==> src/rtl/ultrasonic_proximity_encoder.sv <==
// HC-SR04-class ranger front end: fires periodic trigger pulses, times the echo
// and publishes a 4-bit proximity code (15 = nearest, 0 = far or no echo).
module ultrasonic_proximity_encoder #(
  parameter int TRIG_CYCLES    = 1000,
  parameter int TIMEOUT_CYCLES = 2500000,
  parameter int PERIOD_CYCLES  = 6000000,
  parameter int BIN_SHIFT      = 14,
  parameter int CNT_W          = 24
) (
  input  logic       clk,
  input  logic       reset,
  input  logic       enable,
  input  logic       echo,
  output logic       trig,
  output logic [3:0] prox_code,
  output logic       prox_valid,
  output logic       timeout_flag
);

  typedef enum logic [2:0] {
    IDLE,
    TRIG,
    WAIT_RISE,
    MEASURE,
    HOLDOFF
  } state_t;

  localparam logic [CNT_W-1:0] TRIG_LAST   = CNT_W'(TRIG_CYCLES - 1);
  localparam logic [CNT_W-1:0] TMO_LIMIT   = CNT_W'(TIMEOUT_CYCLES);
  localparam logic [CNT_W-1:0] PERIOD_LAST = CNT_W'(PERIOD_CYCLES - 1);
  localparam logic [CNT_W-1:0] CNT_ONE     = CNT_W'(1);
  localparam logic [CNT_W-1:0] BIN_MAX     = CNT_W'(15);

  state_t           state;
  logic             echo_p0;
  logic             echo_p1;
  logic             echo_p2;
  logic [CNT_W-1:0] trig_cnt;
  logic [CNT_W-1:0] period_cnt;
  logic [CNT_W-1:0] tmo_cnt;
  logic [CNT_W-1:0] width_cnt;
  logic [CNT_W-1:0] tmo_next;
  logic             echo_s;
  logic             echo_rise;
  logic             tmo_hit;

  function automatic logic [CNT_W-1:0] sat_inc(input logic [CNT_W-1:0] val);
    logic [CNT_W-1:0] res;
    if (val == '1) res = val;
    else           res = val + CNT_ONE;
    return res;
  endfunction

  // Wider echo means farther obstacle, so the bin is inverted into the code.
  function automatic logic [3:0] width_to_code(input logic [CNT_W-1:0] width);
    logic [CNT_W-1:0] bin;
    logic [3:0]       code;
    bin = width >> BIN_SHIFT;
    if (bin > BIN_MAX) code = 4'd0;
    else               code = 4'd15 - bin[3:0];
    return code;
  endfunction

  assign echo_s    = echo_p1;
  // A rise needs echo_s low the cycle before, so an echo already high on
  // entry to WAIT_RISE is ignored until it has been seen low.
  assign echo_rise = echo_p1 & ~echo_p2;
  assign tmo_next  = tmo_cnt + CNT_ONE;
  assign tmo_hit   = (tmo_next == TMO_LIMIT);

  always_ff @(posedge clk or posedge reset) begin
    if (reset) begin
      state        <= IDLE;
      echo_p0      <= 1'b0;
      echo_p1      <= 1'b0;
      echo_p2      <= 1'b0;
      trig_cnt     <= '0;
      period_cnt   <= '0;
      tmo_cnt      <= '0;
      width_cnt    <= '0;
      trig         <= 1'b0;
      prox_code    <= 4'd0;
      prox_valid   <= 1'b0;
      timeout_flag <= 1'b0;
    end else begin
      // p0/p1: two-flop synchronizer; p2: previous echo_s for edge detection
      echo_p0    <= echo;
      echo_p1    <= echo_p0;
      echo_p2    <= echo_p1;
      prox_valid <= 1'b0;
      if (state != IDLE) period_cnt <= period_cnt + CNT_ONE;

      case (state)
        IDLE: begin
          trig <= 1'b0;
          if (enable) begin
            state      <= TRIG;
            trig       <= 1'b1;
            trig_cnt   <= '0;
            period_cnt <= '0;
          end
        end

        TRIG: begin
          if (trig_cnt == TRIG_LAST) begin
            state     <= WAIT_RISE;
            trig      <= 1'b0;
            trig_cnt  <= '0;
            width_cnt <= '0;
            tmo_cnt   <= '0;
          end else begin
            trig_cnt <= trig_cnt + CNT_ONE;
          end
        end

        WAIT_RISE: begin
          tmo_cnt <= tmo_next;
          if (tmo_hit) begin
            state        <= HOLDOFF;
            prox_code    <= 4'd0;
            timeout_flag <= 1'b1;
            prox_valid   <= 1'b1;
          end else if (echo_rise) begin
            state     <= MEASURE;
            width_cnt <= CNT_ONE;
          end
        end

        MEASURE: begin
          tmo_cnt <= tmo_next;
          if (tmo_hit) begin
            state        <= HOLDOFF;
            prox_code    <= 4'd0;
            timeout_flag <= 1'b1;
            prox_valid   <= 1'b1;
          end else if (!echo_s) begin
            state        <= HOLDOFF;
            prox_code    <= width_to_code(width_cnt);
            timeout_flag <= 1'b0;
            prox_valid   <= 1'b1;
          end else begin
            width_cnt <= sat_inc(width_cnt);
          end
        end

        HOLDOFF: begin
          if (period_cnt == PERIOD_LAST) begin
            period_cnt <= '0;
            if (enable) begin
              state    <= TRIG;
              trig     <= 1'b1;
              trig_cnt <= '0;
            end else begin
              state <= IDLE;
            end
          end
        end

        default: begin
          state <= IDLE;
          trig  <= 1'b0;
        end
      endcase
    end
  end

endmodule

==> config.mk <==
export PLATFORM = sky130hd
export DESIGN_NAME = ultrasonic_proximity_encoder
export DESIGN_NICKNAME = d
export VERILOG_FILES = /design/src/rtl/ultrasonic_proximity_encoder.sv
export SDC_FILE = /design/constraint.sdc
export NUM_CORES = 1
export LEC_CHECK = 0
export ABC_AREA = 0
export CORE_UTILIZATION = 65
export CTS_CLUSTER_SIZE = 14
export DETAILED_ROUTE_END_ITERATION = 12
export GPL_ROUTABILITY_DRIVEN = 0
export GPL_TIMING_DRIVEN = 0
export PLACE_DENSITY = 0.91
export REMOVE_ABC_BUFFERS = 1
export SLEW_MARGIN = 20
export SYNTH_ARGS = -nofsm -noshare
export SYNTH_HDL_FRONTEND = slang
export SYNTH_SLANG_ARGS = --single-unit
==> constraint.sdc <==
create_clock -name clk -period 7.34 [get_ports clk]
set_input_delay 1.101 -clock clk [delete_from_list [all_inputs] [get_ports clk]]
set_output_delay 1.101 -clock clk [all_outputs]
set_load 0.01 [all_outputs]
# ---- After elaboration in Yosys (flattened, before gate mapping)
# Cells that the tools add are included.
dict set report totals {
  register_bits 109
  inputBits 4
  output_inout_bits 7
  wordCells 97
}
dict set report classes {
  add_sub_neg 5
  n_lt_le_gt_ge 1
  n_eq_ne 20
  muxes 43
  bitwise_logic 3
  reduce_logical 13
}
# op count
set op_table {}
lappend op_table {{24-bit two-way mux} 12}
lappend op_table {{24-bit case mux with 3 select lines} 2}
lappend op_table {{24-bit by 1-bit adder with 24-bit output, second input constant} 4}
lappend op_table {{24-bit case mux with 2 select lines} 2}
lappend op_table {{24-bit by 10-bit equality test with 1-bit output, second input constant} 1}
lappend op_table {{24-bit by 22-bit equality test with 1-bit output, second input constant} 1}
lappend op_table {{24-bit by 23-bit equality test with 1-bit output, second input constant} 1}
lappend op_table {{24-bit equality test, second input constant} 1}
lappend op_table {{3-bit two-way mux} 7}
lappend op_table {{2-bit inequality test, second input constant} 10}
lappend op_table {{4-bit two-way mux} 4}
lappend op_table {{3-bit case mux with 5 select lines} 1}
lappend op_table {{1-bit two-way mux} 11}
lappend op_table {{10-bit by 4-bit greater-than comparator with 1-bit output, second input constant} 1}
lappend op_table {{3-bit nonzero test} 3}
lappend op_table {{4-bit case mux with 2 select lines} 1}
lappend op_table {{7-bit AND reduction} 1}
lappend op_table {{3-bit by 2-bit equality test with 1-bit output, second input constant} 2}
lappend op_table {{3-bit inequality test, second input constant} 2}
lappend op_table {{5-bit AND reduction} 1}
lappend op_table {{1-bit case mux with 2 select lines} 2}
lappend op_table {{1-bit case mux with 4 select lines} 1}
lappend op_table {{2-bit AND reduction} 2}
lappend op_table {{4-bit AND reduction} 1}
lappend op_table {{9 further kinds} 11}

# ---- Logic depth before layout (Yosys ltp)
# Gate-level depths: netlist of run 1.
dict set report depth {
  ltp_word 5
  depth_mapped 10
  depth_no_buf 8
}

# ---- Least setup slack after synthesis of run 1
# Ideal clock, no wire load.
dict set report synth_timing {
  kind {flip-flop to flip-flop}
  startpoint {register tmo_cnt[0]}
  endpoint {register width_cnt[19]}
  setup_ps 136
  t_arrival_ps 2369
  t_required_ps 7204
  setup_slack_ps 4835
  path_stages_with_launch 10
  path_buffers 1
  period_less_slack_ps 2505
  cell_sequence {dfrtp_1 -> ha_1 -> nand3_2 -> or3_1 -> nor3_1 -> o211ai_1 -> nand4b_1 -> nor2_2 -> buf_4 -> o21ai_0}
}
dict set report synth_via {
  elab_chain_len 4
  elab_cells_between_ends 5
  cone_classes {add/sub (1); eq/ne (3); reduce/logical (1)}
}
# item line
set synth_rtl {}
lappend synth_rtl {{from (decl)} 40} ;# logic [CNT_W-1:0] tmo_cnt;
lappend synth_rtl {{from (signal assigned)} 117} ;# tmo_cnt <= tmo_next;
lappend synth_rtl {{from (signal assigned)} 130} ;# tmo_cnt <= tmo_next;
lappend synth_rtl {{24-bit by 1-bit adder with 24-bit output (*)} 68} ;# assign tmo_next = tmo_cnt + CNT_ONE;
lappend synth_rtl {{24-bit by 22-bit equality test with 1-bit output (*)} 69} ;# assign tmo_hit = (tmo_next == TMO_LIMIT);
lappend synth_rtl {{2-bit inequality test (no line)} n/a}
lappend synth_rtl {{7-bit AND reduction (no line) (*)} n/a}
lappend synth_rtl {{to (signal assigned)} 142} ;# width_cnt <= sat_inc(width_cnt);
lappend synth_rtl {{to (decl)} 41} ;# logic [CNT_W-1:0] width_cnt;
# Mark *: on every way between the ends. The rest lies on a longest branch, timed or not.
# A chain may end at the register's enable or synchronous reset.

# ---- Worst setup path after layout of run 1
dict set report layout_timing {
  startpoint {register state[1]}
  endpoint {register width_cnt[0]}
}
dict set report layout_via {
  elab_chain_len 3
  elab_cells_between_ends 12
  cone_classes {eq/ne (9); mux (1); reduce/logical (2)}
}
# item line
set layout_rtl {}
lappend layout_rtl {{from (decl)} 34} ;# state_t state;
lappend layout_rtl {{from (signal assigned)} 73} ;# state <= IDLE;
lappend layout_rtl {{from (signal assigned)} 97} ;# state <= TRIG;
lappend layout_rtl {{from (signal assigned)} 106} ;# state <= WAIT_RISE;
lappend layout_rtl {{3-bit by 2-bit equality test with 1-bit output or 3-bit by 1-bit equality test with 1-bit output (tied branches)} 93} ;# case (state)
lappend layout_rtl {{2-bit inequality test (no line) or 3-bit nonzero test (tied branches)} n/a}
lappend layout_rtl {{7-bit AND reduction (no line)} n/a}
# Several ways; a longest one is shown, not always the timed one.

==> results_tabular.tex, run 1 <==
\begin{tabular}{lr}
\hline
Metric & Value \\
\hline
\multicolumn{2}{l}{\textbf{Routing}} \\
\quad Drt initial violations & 556 \\
\quad Post-route antenna net violation count & 0 \\
\quad Post-route DRC violation count & 0 \\
\quad Average vias per placed instance & $\sim$6.9 \\
\quad Total iterations of the first detailed-routing run & 5 \\
\quad Total vias in the final route & about 6,200 \\
\quad Wire length per cell after detailed routing & 17.97 µm \\
\quad Routed Wire Length & 16,180 µm \\
\multicolumn{2}{l}{\textbf{STA}} \\
\quad Share of the clock period used by the worst path & 51.59\% \\
\quad FMAX & $\sim$260 MHz \\
\quad Clk\_skew & 18.56 ps \\
\quad Crit path setup slack, layout & 3553 ps \\
\quad Worst slew pin tran & about 950 ps \\
\quad Total negative setup slack & 0 ps \\
\quad Min Tclk post-route & 3787 ps \\
\quad Number of slew-limit violations in the final report & 0 \\
\quad Fin. Hold Viols & 0 \\
\quad Final number of setup-violating endpoints & 0 \\
\quad Worst rel slew slack & 36.59\% \\
\quad Setup repair after global routing missed its margin & false \\
\multicolumn{2}{l}{\textbf{Clock tree}} \\
\quad Clock input transition at the sequential cells of the worst setup and hold paths & 110 ps \\
\quad Total clock sinks & 109 \\
\quad Clock buffer count from CTS & 9 \\
\quad Buffer levels on the longest clock path & 2 \\
\quad CTS tree & done \\
\quad Buffer cell driving the clock tree root & sky130\_fd\_sc\_hd\_\_clkbuf\_8 \\
\quad \# hold bufs at CTS & 0 \\
\quad H-tree Lvls & 3 \\
\quad Buffers inserted during post-CTS setup optimization & 0 \\
\quad Gates resized, CTS repair & 0 \\
\quad Clock latency on the worst-skew pair & 400 ps \\
\multicolumn{2}{l}{\textbf{Critical path}} \\
\quad CP endpoint kind & flop \\
\quad Largest driver fanout on the critical path & 27 \\
\quad Required time of the critical path & 7650 ps \\
\quad CP arrival & 4100 ps \\
\quad Sort of element at the start of the critical path & flop \\
\quad Classification of the worst setup path & flop to flop \\
\quad Flop2flop setup slack & 3550 ps \\
\multicolumn{2}{l}{\textbf{Yosys}} \\
\quad Share of flip-flops with an asynchronous set or reset after synthesis & 100.0\% \\
\quad Compound-cell area share of the yosys netlist & 19.67\% \\
\quad Simple logic cell fraction of the synthesized area & 30.74\% \\
\quad Area of the mapped netlist & 6691 µm² \\
\quad Synth area leader & sky130\_fd\_sc\_hd\_\_dfrtp\_1 \\
\quad Number of warning messages in the yosys log & 0 \\
\quad Synth Flop Type & sky130\_fd\_sc\_hd\_\_dfrtp\_1 \\
\quad Top cells by area, synth & sky130\_fd\_sc\_hd\_\_dfrtp\_1 41\%, sky130\_fd\_sc\_hd\_\_o21ai\_0 5.4\%, sky130\_fd\_sc\_hd\_\_nand2\_1 4.4\% \\
\quad Number of distinct standard cells referenced by the synthesized netlist & 72 \\
\quad Dominant cell by count in the synthesized netlist & sky130\_fd\_sc\_hd\_\_dfrtp\_1 \\
\quad Number of enable flip-flop cells after synthesis & 0 \\
\quad Share of the synthesized area in the top cell type & between 40 and 50\% \\
\quad Share of synthesized cell area in full adder, half adder and majority cells & 0.7479\% \\
\quad Synth cell count leaders & 109 x sky130\_fd\_sc\_hd\_\_dfrtp\_1, 78 x sky130\_fd\_sc\_hd\_\_nand2\_1, 72 x sky130\_fd\_sc\_hd\_\_o21ai\_0 \\
\quad Sequential element share of the synthesized area & 40.76\% \\
\quad Combinational family with the most area after synthesis & simple AND/OR/NAND/NOR gates \\
\quad Mux contribution to synthesized area & 1.272\% \\
\quad Synthesis-stage register bit count & between 100 and 150 \\
\quad Instance count of the mapped netlist & 775 \\
\quad Average size of a mapped cell & approximately 8.6 µm² \\
\quad Xor-xnor portion of the synthesized cell area & between 3 and 4\% \\
\multicolumn{2}{l}{\textbf{Global route}} \\
\quad Residual overflow from global routing & 0 \\
\quad Number of global-route vias before repair & between 5,000 and 6,000 \\
\quad Maximum number of pins on one net before global-route repair & 66 \\
\quad Overall global routing resource usage & 32.45\% \\
\quad Antenna violations before repair & 0 \\
\quad Global-route wire length before repair & 27,040 µm \\
\multicolumn{2}{l}{\textbf{Cells and area}} \\
\quad Fraction of final layout cells sized beyond drive strength 1 & around 7.3\% \\
\quad Fill count & $\sim$680 \\
\quad Layout Area Growth over Synthesis & 5.628\% \\
\quad Count of nets after finishing & 770 \\
\quad N\_diodes & 0 \\
\multicolumn{2}{l}{\textbf{Floorplanning}} \\
\quad Number of primary I/O pins & 11 \\
\quad Core outline area & 9864 µm² \\
\quad Vertical die dimension & 103.5 µm \\
\quad Rows & 36 \\
\quad Area of the die & between 10,000 and 15,000 µm² \\
\quad Effective utilization at floorplan & between 60\% and 70\% \\
\quad Horizontal die dimension & 103.5 µm \\
\multicolumn{2}{l}{\textbf{Placement}} \\
\quad Count of buffers inserted at the top-level ports & 10 \\
\quad HPWL reported at the end of detailed placement & 10,670 µm \\
\quad Worst-case setup slack after placement & 3441 ps \\
\multicolumn{2}{l}{\textbf{Run}} \\
\quad Max-cap check violation count & 0 \\
\multicolumn{2}{l}{\textbf{Run status}} \\
\quad Run status & complete, no violations \\
\multicolumn{2}{l}{\textbf{Min path}} \\
\quad Worst min-delay path class & flop to flop \\
\multicolumn{2}{l}{\textbf{Power}} \\
\quad Leak Pwr & 2.846 nW \\
\quad IR drop worst, VDD & about 0.17 mV \\
\quad Total power after layout & 1.276 mW \\
\quad Power density over the cells & 180.6 nW/µm² \\
\hline
\end{tabular}
-- per-layer routing --
layer	global-route usage, %	share of wire, %	routed length (µm)
met4	13.11	1.4	220
met2	53.34	50	8082
met3	6.183	6.6	1064
met1	42.48	42	6810
met5	0	0	0
-- state kept, by name, summed over array words and instances, names as in the netlist --
register and flops:
tmo_cnt 24, echo_p1 1, echo_p2 1, state 3, timeout_flag 1, period_cnt 24
trig 1, prox_code 4, prox_valid 1, trig_cnt 24, width_cnt 24, echo_p0 1
-- cell usage in the layout (no fill, tap or decap), drive strengths merged, types with 5 or more instances in the layout --
| master | synthesis | final |
|---|---|---|
| a21oi | 28 | 28 |
| a221oi | 15 | 15 |
| a31oi | 9 | 9 |
| and2 | 26 | 26 |
| and3 | 29 | 29 |
| and4 | 7 | 7 |
| clkbuf | 21 | 11 |
| clkdlybuf4s50 | 0 | 10 |
| dfrtp | 109 | 109 |
| inv | 13 | 16 |
| nand2 | 79 | 79 |
| nand3 | 45 | 45 |
| nand4 | 21 | 21 |
| nor2 | 68 | 68 |
| nor3 | 25 | 25 |
| nor4 | 17 | 17 |
| o211ai | 10 | 10 |
| o21a | 8 | 8 |
| o21ai | 81 | 81 |
| o22ai | 6 | 6 |
| o2bb2ai | 5 | 5 |
| o31ai | 13 | 13 |
| o41ai | 5 | 5 |
| or2 | 7 | 7 |
| or3 | 13 | 13 |
| or4 | 13 | 13 |
| xnor2 | 17 | 17 |
| xor2 | 9 | 9 |
-- report_power, final --
group          internal [mW]  total, mW  switching, mW
Sequential             0.630      0.669         0.0395
Clock                  0.172      0.390          0.218
Combinational         0.0725      0.218          0.145
Total                  0.874       1.28          0.402
-- worst paths after layout --
path                          start             to  cells after the start
setup / recovery           state[1]   width_cnt[0]                      7
hold / removal              echo_p0        echo_p1                      0
setup reg to reg           state[1]   width_cnt[0]                      7
hold reg to reg             echo_p0        echo_p1                      0
max in group asynchronous     reset    tmo_cnt[15]                      3
min in group asynchronous     reset  period_cnt[8]                      2
-- logic make-up after synthesis --
logic type,count (synthesis)
compound gates,205
xor+xnor,26
fa+ha+maj,4
buf+inv,51
flops,109
mux,8
simple gates,372
-- worst max-delay path, cell delays in order, from the launching register on --
cell	delay, ps
sky130_fd_sc_hd__dfrtp_1	640
sky130_fd_sc_hd__nand2b_2	440
sky130_fd_sc_hd__nor2_2	820
sky130_fd_sc_hd__nand3_1	240
sky130_fd_sc_hd__o21ai_0	650
sky130_fd_sc_hd__nor2_1	410
sky130_fd_sc_hd__a31o_2	330
sky130_fd_sc_hd__a211oi_1	160
-- through the flow --
stage               hold WS (ps)  instances  area (µm²)  utilization, %
floorplan                  331.2        737        6513               -
global placement           338.0        880        6779           68.72
detailed placement         348.2        884        6860           69.55
CTS                        367.8        900        7066           71.63
global route               372.0        900        7068           71.65
finish                     364.0        900        7068           71.65
-- layout make-up --
type | count | area, µm² | area share, %
clock inverter | 5 | 63.81 | 0.9028
clock buffer | 11 | 141.4 | 2.000
inverter | 13 | 53.80 | 0.7612
tap | 133 | 166.4 | 2.354
timing repair buffer | 14 | 155.1 | 2.195
sequential | 109 | 2728 | 38.59
multi-input combinational | 615 | 3760 | 53.20
Note: power is estimated with default switching activity, not from simulation.
==> run 2, diff against run 1 <==
--- a/config.mk
+++ b/config.mk
@@ -6,12 +6,12 @@
 export NUM_CORES = 1
 export LEC_CHECK = 0
 export ABC_AREA = 0
-export CORE_UTILIZATION = 65
+export CORE_UTILIZATION = 57
 export CTS_CLUSTER_SIZE = 14
 export DETAILED_ROUTE_END_ITERATION = 12
 export GPL_ROUTABILITY_DRIVEN = 0
 export GPL_TIMING_DRIVEN = 0
-export PLACE_DENSITY = 0.91
+export PLACE_DENSITY = 0.86
 export REMOVE_ABC_BUFFERS = 1
 export SLEW_MARGIN = 20
 export SYNTH_ARGS = -nofsm -noshare
==> constraint.sdc (replaced) <==
create_clock -name clk -period 3.4 [get_ports clk]
set_input_delay 0.51 -clock clk [delete_from_list [all_inputs] [get_ports clk]]
set_output_delay 0.51 -clock clk [all_outputs]
set_load 0.01 [all_outputs]
==> run 2 against run 1 <==
  * Die area is 14% higher
  * Count of clock-buffer cells in the layout is 2 lower
  * Via count is 0.29% lower
  * Critical path type unchanged
  * Largest power group unchanged
  * Highest routed layer unchanged
==> results_tabular.tex, run 2 (synthesis gave the netlist of run 1 again) <==
\begin{tabular}{lr}
\hline
Metric & Value \\
\hline
\multicolumn{2}{l}{\textbf{Clock tree}} \\
\quad Clock buffer count from CTS & 9 (unchanged) \\
\quad Total clock sinks & 109 (unchanged) \\
\quad Buffer levels on the longest clock path & 2 (unchanged) \\
\quad CTS tree & done \\
\quad \# hold bufs at CTS & 0 (unchanged) \\
\quad Buffer cell driving the clock tree root & sky130\_fd\_sc\_hd\_\_clkbuf\_16 \\
\quad H-tree Lvls & 3 (unchanged) \\
\quad Clock input transition at the sequential cells of the worst setup and hold paths & 80 ps (-30 ps) \\
\quad Clock latency on the worst-skew pair & 360 ps (-40 ps) \\
\multicolumn{2}{l}{\textbf{Min path}} \\
\quad Worst min-delay path class & flop to flop \\
\quad Cells on Worst Hold Path & 0 (unchanged) \\
\multicolumn{2}{l}{\textbf{Routing}} \\
\quad Routed Wire Length & 16,020 µm (-0.95\%) \\
\quad Total vias in the final route & 6,162 (-0.29\%) \\
\quad Total iterations of the first detailed-routing run & 5 (unchanged) \\
\quad Wire length per cell after detailed routing & 17.61 µm (-2.0\%) \\
\quad Post-route DRC violation count & 0 (unchanged) \\
\quad Drt initial violations & 546 (-1.8\%) \\
\quad Post-route antenna net violation count & 0 (unchanged) \\
\quad Average vias per placed instance & 6.771 (-1.4\%) \\
\multicolumn{2}{l}{\textbf{Power}} \\
\quad IR drop worst, VDD & 0.3774 mV (+130\%) \\
\quad Leak Pwr & 2.892 nW (+1.6\%) \\
\quad Power density over the cells & 414.7 nW/µm² (+130\%) \\
\quad Total power after layout & 2.992 mW (+130\%) \\
\multicolumn{2}{l}{\textbf{Floorplanning}} \\
\quad Number of primary I/O pins & 11 (unchanged) \\
\quad Horizontal die dimension & 110.4 µm (+6.7\%) \\
\quad Vertical die dimension & 110.4 µm (+6.7\%) \\
\quad Core outline area & 11,420 µm² (+16\%) \\
\quad Effective utilization at floorplan & 58.60\% (-9.2 points) \\
\quad Area of the die & 12,180 µm² (+14\%) \\
\quad Rows & 39 (+8.3\%) \\
\multicolumn{2}{l}{\textbf{Cells and area}} \\
\quad Multi-input combinational cell area & 3779 µm² (+0.50\%) \\
\quad Fraction of final layout cells sized beyond drive strength 1 & 7.562\% (+0.26 points) \\
\quad Count of nets after finishing & 771 (+0.13\%) \\
\quad Most common library cell in the layout ignoring fill and taps & sky130\_fd\_sc\_hd\_\_dfrtp\_1 \\
\quad Area occupied by registers & 2728 µm² (unchanged) \\
\quad N\_diodes & 0 (unchanged) \\
\quad Layout Area Growth over Synthesis & 7.816\% \\
\quad Fill count & 931 (+36\%) \\
\quad Most frequent cells in the layout & 109 x sky130\_fd\_sc\_hd\_\_dfrtp\_1, 78 x sky130\_fd\_sc\_hd\_\_nand2\_1, 70 x sky130\_fd\_sc\_hd\_\_o21ai\_0 \\
\quad Core occupancy in the finished layout & 63.18\% (-8.5 points) \\
\multicolumn{2}{l}{\textbf{Global route}} \\
\quad Met3 Usage GRT & 5.938\% (-0.25 points) \\
\quad Met2 usage in global routing & 45.39\% (-8.0 points) \\
\quad Met1 track utilization from global routing & 36.53\% (-5.9 points) \\
\quad Maximum number of pins on one net before global-route repair & 76 (+15\%) \\
\quad Antenna violations before repair & 0 (unchanged) \\
\quad Global-route wire length before repair & 26,670 µm (-1.4\%) \\
\quad Layer with the highest usage & met2 \\
\quad Number of global-route vias before repair & 5,777 (-0.017\%) \\
\quad Residual overflow from global routing & 0 (unchanged) \\
\quad Overall global routing resource usage & 27.83\% (-4.6 points) \\
\multicolumn{2}{l}{\textbf{Placement}} \\
\quad Count of buffers inserted at the top-level ports & 10 (unchanged) \\
\quad HPWL reported at the end of detailed placement & 10,410 µm (-2.5\%) \\
\multicolumn{2}{l}{\textbf{STA}} \\
\quad Final number of setup-violating endpoints & 0 (unchanged) \\
\quad FMAX & 313.9 MHz (+19\%) \\
\quad Min Tclk post-route & 3186 ps (-600.5 ps) \\
\quad Number of slew-limit violations in the final report & 0 (unchanged) \\
\quad Clk\_skew & 9.014 ps (-9.546 ps) \\
\quad Worst slew pin tran & 937.9 ps (-10.09 ps) \\
\quad Worst rel slew slack & 36.99\% (+0.40 points) \\
\quad Share of the clock period used by the worst path & 93.71\% (+42 points) \\
\quad Fin. Hold Viols & 0 (unchanged) \\
\quad Total negative setup slack & 0 ps (unchanged) \\
\multicolumn{2}{l}{\textbf{Critical path}} \\
\quad Cells on worst reg2reg path & 8 (+1) \\
\quad CP arrival & 3440 ps (-660 ps) \\
\quad Classification of the worst setup path & flop to flop \\
\quad Largest driver fanout on the critical path & 21 (-22\%) \\
\quad Required time of the critical path & 3650 ps (-4000 ps) \\
\quad Sort of element at the start of the critical path & flop \\
\quad CP endpoint kind & flop \\
\multicolumn{2}{l}{\textbf{Run}} \\
\quad Max-cap check violation count & 0 (unchanged) \\
\multicolumn{2}{l}{\textbf{Run status}} \\
\quad Run status & complete, no violations \\
\hline
\end{tabular}
run 2: cell count changes in the layout (fill, tap and decap cells not counted), moves of 2 or more:
cell / delta
sky130_fd_sc_hd__clkbuf_16: +9
sky130_fd_sc_hd__clkbuf_8: -10
sky130_fd_sc_hd__nor2_2: -2
sky130_fd_sc_hd__nor2_4: +2
run 2: path summary, 6_finish.rpt:
path / start / slack [ps] / to
setup / recovery: tmo_cnt[0] / 210 / width_cnt[23]
hold reg to reg: echo_p0 / 360 / echo_p1
setup reg to reg: tmo_cnt[0] / 210 / width_cnt[23]
min in group asynchronous: reset / 510 / period_cnt[10]
hold / removal: echo_p0 / 360 / echo_p1
max in group asynchronous: reset / 2220 / width_cnt[8]
run 2: power by group:
part,switching [mW],internal [mW]
registers,0.0843,1.36
clock network,0.505,0.577
logic,0.310,0.156
total,0.899,2.09
run 2: worst max-delay path, cell delays in order, from the launching register on:
cell and delay, ps:
sky130_fd_sc_hd__dfrtp_1 480, sky130_fd_sc_hd__ha_1 280, sky130_fd_sc_hd__nand3_2 250, sky130_fd_sc_hd__nor4_4 420, sky130_fd_sc_hd__nand4b_1 200, sky130_fd_sc_hd__a211oi_1 380, sky130_fd_sc_hd__and4b_4 510, sky130_fd_sc_hd__nand2_1 230
sky130_fd_sc_hd__a31o_2 330
run 2: area by class of cell:
type / count / share of cell area [%]
multi-input cells: 615 / 52.38
inverters: 13 / 0.7458
clock inverters: 6 / 0.9886
repair buffers: 15 / 2.480
flip-flops and latches: 109 / 37.81
clock buffers: 9 / 3.122
well taps: 143 / 2.480
run 2: metrics by stage:
stage,hold WS (ps),worst slack [ps],instances,instance area (µm²)
floorplan,331.2,16.05,737,6513
global placement,334.0,-1515,890,6792
detailed placement,346.6,-532.8,894,6877
CTS,361.4,53.27,909,7187
global route,378.1,-110.3,910,7214
finish,357.0,213.9,910,7214
run 2: metal layers:
| metal | part of all wire, % | routed length [µm] |
|---|---|---|
| met1 | 42 | 6738 |
| met2 | 50 | 8011 |
| met3 | 6.5 | 1037 |
| met4 | 1.5 | 235 |
| met5 | 0 | 0 |
run 2: what timing repair did:
item | in CTS | in global routing
pin swaps | 1 | 2
gates resized for setup | 4 | 3
setup buffers | 0 | 1
setup endpoints to repair | 16 | 17
==> run 3, diff against run 2 <==
--- a/config.mk
+++ b/config.mk
@@ -6,12 +6,12 @@
 export NUM_CORES = 1
 export LEC_CHECK = 0
 export ABC_AREA = 0
-export CORE_UTILIZATION = 57
+export CORE_UTILIZATION = 40
 export CTS_CLUSTER_SIZE = 14
 export DETAILED_ROUTE_END_ITERATION = 12
 export GPL_ROUTABILITY_DRIVEN = 0
 export GPL_TIMING_DRIVEN = 0
-export PLACE_DENSITY = 0.86
+export PLACE_DENSITY = 0.66
 export REMOVE_ABC_BUFFERS = 1
 export SLEW_MARGIN = 20
 export SYNTH_ARGS = -nofsm -noshare
==> run 3 against run 2 <==
  * Die area increased by 42%
  * Clock power grew 7%
  * Register-to-register slack is essentially flat
  * Utilization decreased by 18 points
  * Worst setup slack barely moved
  * Flip-flop and latch count unchanged
  * Clock skew about the same
  * Hold slack got worse by 0.79 ps
  * Sequential power hardly changed
  * Via count fell by 5.5%
  * Maximum frequency hardly changed
  * Largest power group unchanged
==> results_tabular.tex, run 3 (synthesis gave the netlist of run 1 again) <==
\begin{tabular}{lr}
\hline
Metric & Value \\
\hline
\multicolumn{2}{l}{\textbf{STA}} \\
\quad Setup repair after global routing missed its margin & false \\
\quad Clk\_skew & 8.821 ps (-0.1925 ps) \\
\quad Share of the clock period used by the worst path & 93.72\% (about the same) \\
\quad Worst rel slew slack & 29.88\% (-7.1 points) \\
\quad Min Tclk post-route & 3187 ps (+0.4340 ps) \\
\quad Crit path setup slack, layout & 213.5 ps (-0.4340 ps) \\
\quad Final number of setup-violating endpoints & 0 (unchanged) \\
\quad Worst slew pin tran & 1044 ps (+105.8 ps) \\
\quad FMAX & 313.8 MHz (about the same) \\
\quad Total negative setup slack & 0 ps (unchanged) \\
\quad Fin. Hold Viols & 0 (unchanged) \\
\quad Number of slew-limit violations in the final report & 0 (unchanged) \\
\multicolumn{2}{l}{\textbf{Placement}} \\
\quad Count of buffers inserted at the top-level ports & 10 (unchanged) \\
\quad Worst-case setup slack after placement & -703.1 ps (-170.3 ps) \\
\quad Number of instances in the placed design & 967 (+8.2\%) \\
\quad HPWL reported at the end of detailed placement & 10,150 µm (-2.5\%) \\
\multicolumn{2}{l}{\textbf{Clock tree}} \\
\quad Clock input transition at the sequential cells of the worst setup and hold paths & 80 ps (about the same) \\
\quad Buffer levels on the longest clock path & 2 (unchanged) \\
\quad H-tree Lvls & 3 (unchanged) \\
\quad CTS tree & done \\
\quad Clock buffer count from CTS & 9 (unchanged) \\
\quad Clock latency on the worst-skew pair & 370 ps (about the same) \\
\quad Buffer cell driving the clock tree root & sky130\_fd\_sc\_hd\_\_clkbuf\_16 \\
\quad Total clock sinks & 109 (unchanged) \\
\multicolumn{2}{l}{\textbf{Global route}} \\
\quad Maximum number of pins on one net before global-route repair & 69 (-9.2\%) \\
\quad Overall global routing resource usage & 19.34\% (-8.5 points) \\
\quad Residual overflow from global routing & 0 (unchanged) \\
\quad Number of global-route vias before repair & 5,528 (-4.3\%) \\
\quad Antenna violations before repair & 0 (unchanged) \\
\quad Global-route wire length before repair & 27,480 µm (+3.0\%) \\
\multicolumn{2}{l}{\textbf{Critical path}} \\
\quad Critical path buffer and inverter count & 0 (unchanged) \\
\quad Required time of the critical path & 3620 ps (-30 ps) \\
\quad Sort of element at the start of the critical path & flop \\
\quad Ordered cell list for the critical path & ha\_1 -> nand3\_2 -> nor3\_1 -> a21boi\_0 -> o211ai\_1 -> and4b\_4 -> a21oi\_1 -> nand2\_1 \\
\quad Delay-heaviest family, CP & simple AND/OR/NAND/NOR gates \\
\quad CP endpoint kind & flop \\
\quad Classification of the worst setup path & flop to flop \\
\quad Cell with the biggest individual delay on the critical path & sky130\_fd\_sc\_hd\_\_a21oi\_1 \\
\quad Slowest stage delay, CP & 610 ps (+100 ps) \\
\quad Largest driver fanout on the critical path & 21 (unchanged) \\
\quad CP arrival & 3410 ps (-30 ps) \\
\multicolumn{2}{l}{\textbf{Cells and area}} \\
\quad Fill count & 1,613 (+73\%) \\
\quad Fraction of final layout cells sized beyond drive strength 1 & 8.052\% (+0.49 points) \\
\quad Fin cells & 986 (+8.4\%) \\
\quad N\_diodes & 0 (unchanged) \\
\quad Most common library cell in the layout ignoring fill and taps & sky130\_fd\_sc\_hd\_\_dfrtp\_1 \\
\quad Most frequent cells in the layout & 109 x sky130\_fd\_sc\_hd\_\_dfrtp\_1, 78 x sky130\_fd\_sc\_hd\_\_nand2\_1, 70 x sky130\_fd\_sc\_hd\_\_o21ai\_0 \\
\quad Count of nets after finishing & 773 (+0.26\%) \\
\quad Layout Area Growth over Synthesis & 9.705\% \\
\multicolumn{2}{l}{\textbf{Run}} \\
\quad Max-cap check violation count & 0 (unchanged) \\
\multicolumn{2}{l}{\textbf{Routing}} \\
\quad Post-route DRC violation count & 0 (unchanged) \\
\quad Average vias per placed instance & 5.909 (-13\%) \\
\quad Wire length per cell after detailed routing & 16.18 µm (-8.1\%) \\
\quad Drt initial violations & 439 (-20\%) \\
\quad Routed Wire Length & 15,960 µm (-0.42\%) \\
\quad Total iterations of the first detailed-routing run & 5 (unchanged) \\
\quad Total vias in the final route & 5,826 (-5.5\%) \\
\quad Post-route antenna net violation count & 0 (unchanged) \\
\multicolumn{2}{l}{\textbf{Power}} \\
\quad Power density over the cells & 417.4 nW/µm² (+0.66\%) \\
\quad Leak Pwr & 2.912 nW (+0.68\%) \\
\quad IR drop worst, VDD & 0.3421 mV (-9.4\%) \\
\multicolumn{2}{l}{\textbf{Min path}} \\
\quad Worst min-delay path class & flop to flop \\
\multicolumn{2}{l}{\textbf{Floorplanning}} \\
\quad Vertical die dimension & 131.3 µm (+19\%) \\
\quad Area of the die & 17,250 µm² (+42\%) \\
\quad Rows & 46 (+18\%) \\
\quad Number of primary I/O pins & 11 (unchanged) \\
\quad Horizontal die dimension & 131.3 µm (+19\%) \\
\quad Effective utilization at floorplan & 41.52\% (-17 points) \\
\quad Core outline area & 16,120 µm² (+41\%) \\
\multicolumn{2}{l}{\textbf{Run status}} \\
\quad Run status & complete, no violations \\
\hline
\end{tabular}
-- run 3: changes by cell type in the layout (fill, tap and decap cells not counted), sizes merged --
cell and delta:
buf +1, clkinvlp -1, inv +2, nor2 +1
-- run 3: area by class of cell --
| type | instances | area, µm² | share of cell area (%) |
|---|---|---|---|
| clock buffer | 9 | 225.2 | 3.068 |
| inverter | 13 | 53.80 | 0.7329 |
| clock inverter | 7 | 97.59 | 1.329 |
| multi-input combinational | 616 | 3790 | 51.63 |
| sequential | 109 | 2728 | 37.16 |
| tap | 216 | 270.3 | 3.682 |
| timing repair buffer | 16 | 176.4 | 2.403 |
-- run 3: metal layers --
metal	vias up	part of all wire (%)	global-route usage [%]
met4	0	1.3	5.426
met5	-	0	0
met2	135	45	30.17
met3	18	4.6	4.514
li1	2878	-	-
met1	2795	49	26.72
-- run 3: what timing repair did --
| action | 4_1_cts | 5_1_grt |
|---|---|---|
| cloned | 0 | 1 |
| hold buffers | 0 | 0 |
| setup endpoints to repair | 30 | 43 |
| pin swaps | 0 | 2 |
| buffers inserted | 0 | 2 |
| resized for setup | 5 | 2 |
-- run 3: worst paths after layout --
kind                       slack [ps]  startpoint              to  cells after the start
max                               210  tmo_cnt[0]        state[2]                      8
min                               360     echo_p0         echo_p1                      0
max reg2reg                       210  tmo_cnt[0]        state[2]                      8
min reg2reg                       360     echo_p0         echo_p1                      0
max in group asynchronous        2170       reset     trig_cnt[5]                      3
min in group asynchronous         540       reset  period_cnt[15]                      2
-- run 3: through the flow --
step	power [mW]	hold WS, ps	instance area (µm²)	utilization [%]
3_5_place_dp	1.927	337.9	6978	43.30
2_1_floorplan	1.772	331.2	6513	-
6_report	3.064	356.2	7341	45.55
4_1_cts	3.096	357.3	7315	45.39
3_3_place_gp	1.906	335.4	6883	42.71
5_1_grt	3.227	376.0	7341	45.55
-- run 3: power by group --
part | total, mW | switching (mW) | internal, mW | leakage [nW]
logic | 0.468 | 0.311 | 0.158 | 1.25
registers | 1.44 | 0.0803 | 1.36 | 1.50
clock network | 1.16 | 0.557 | 0.600 | 0.159
total | 3.06 | 0.948 | 2.12 | 2.91
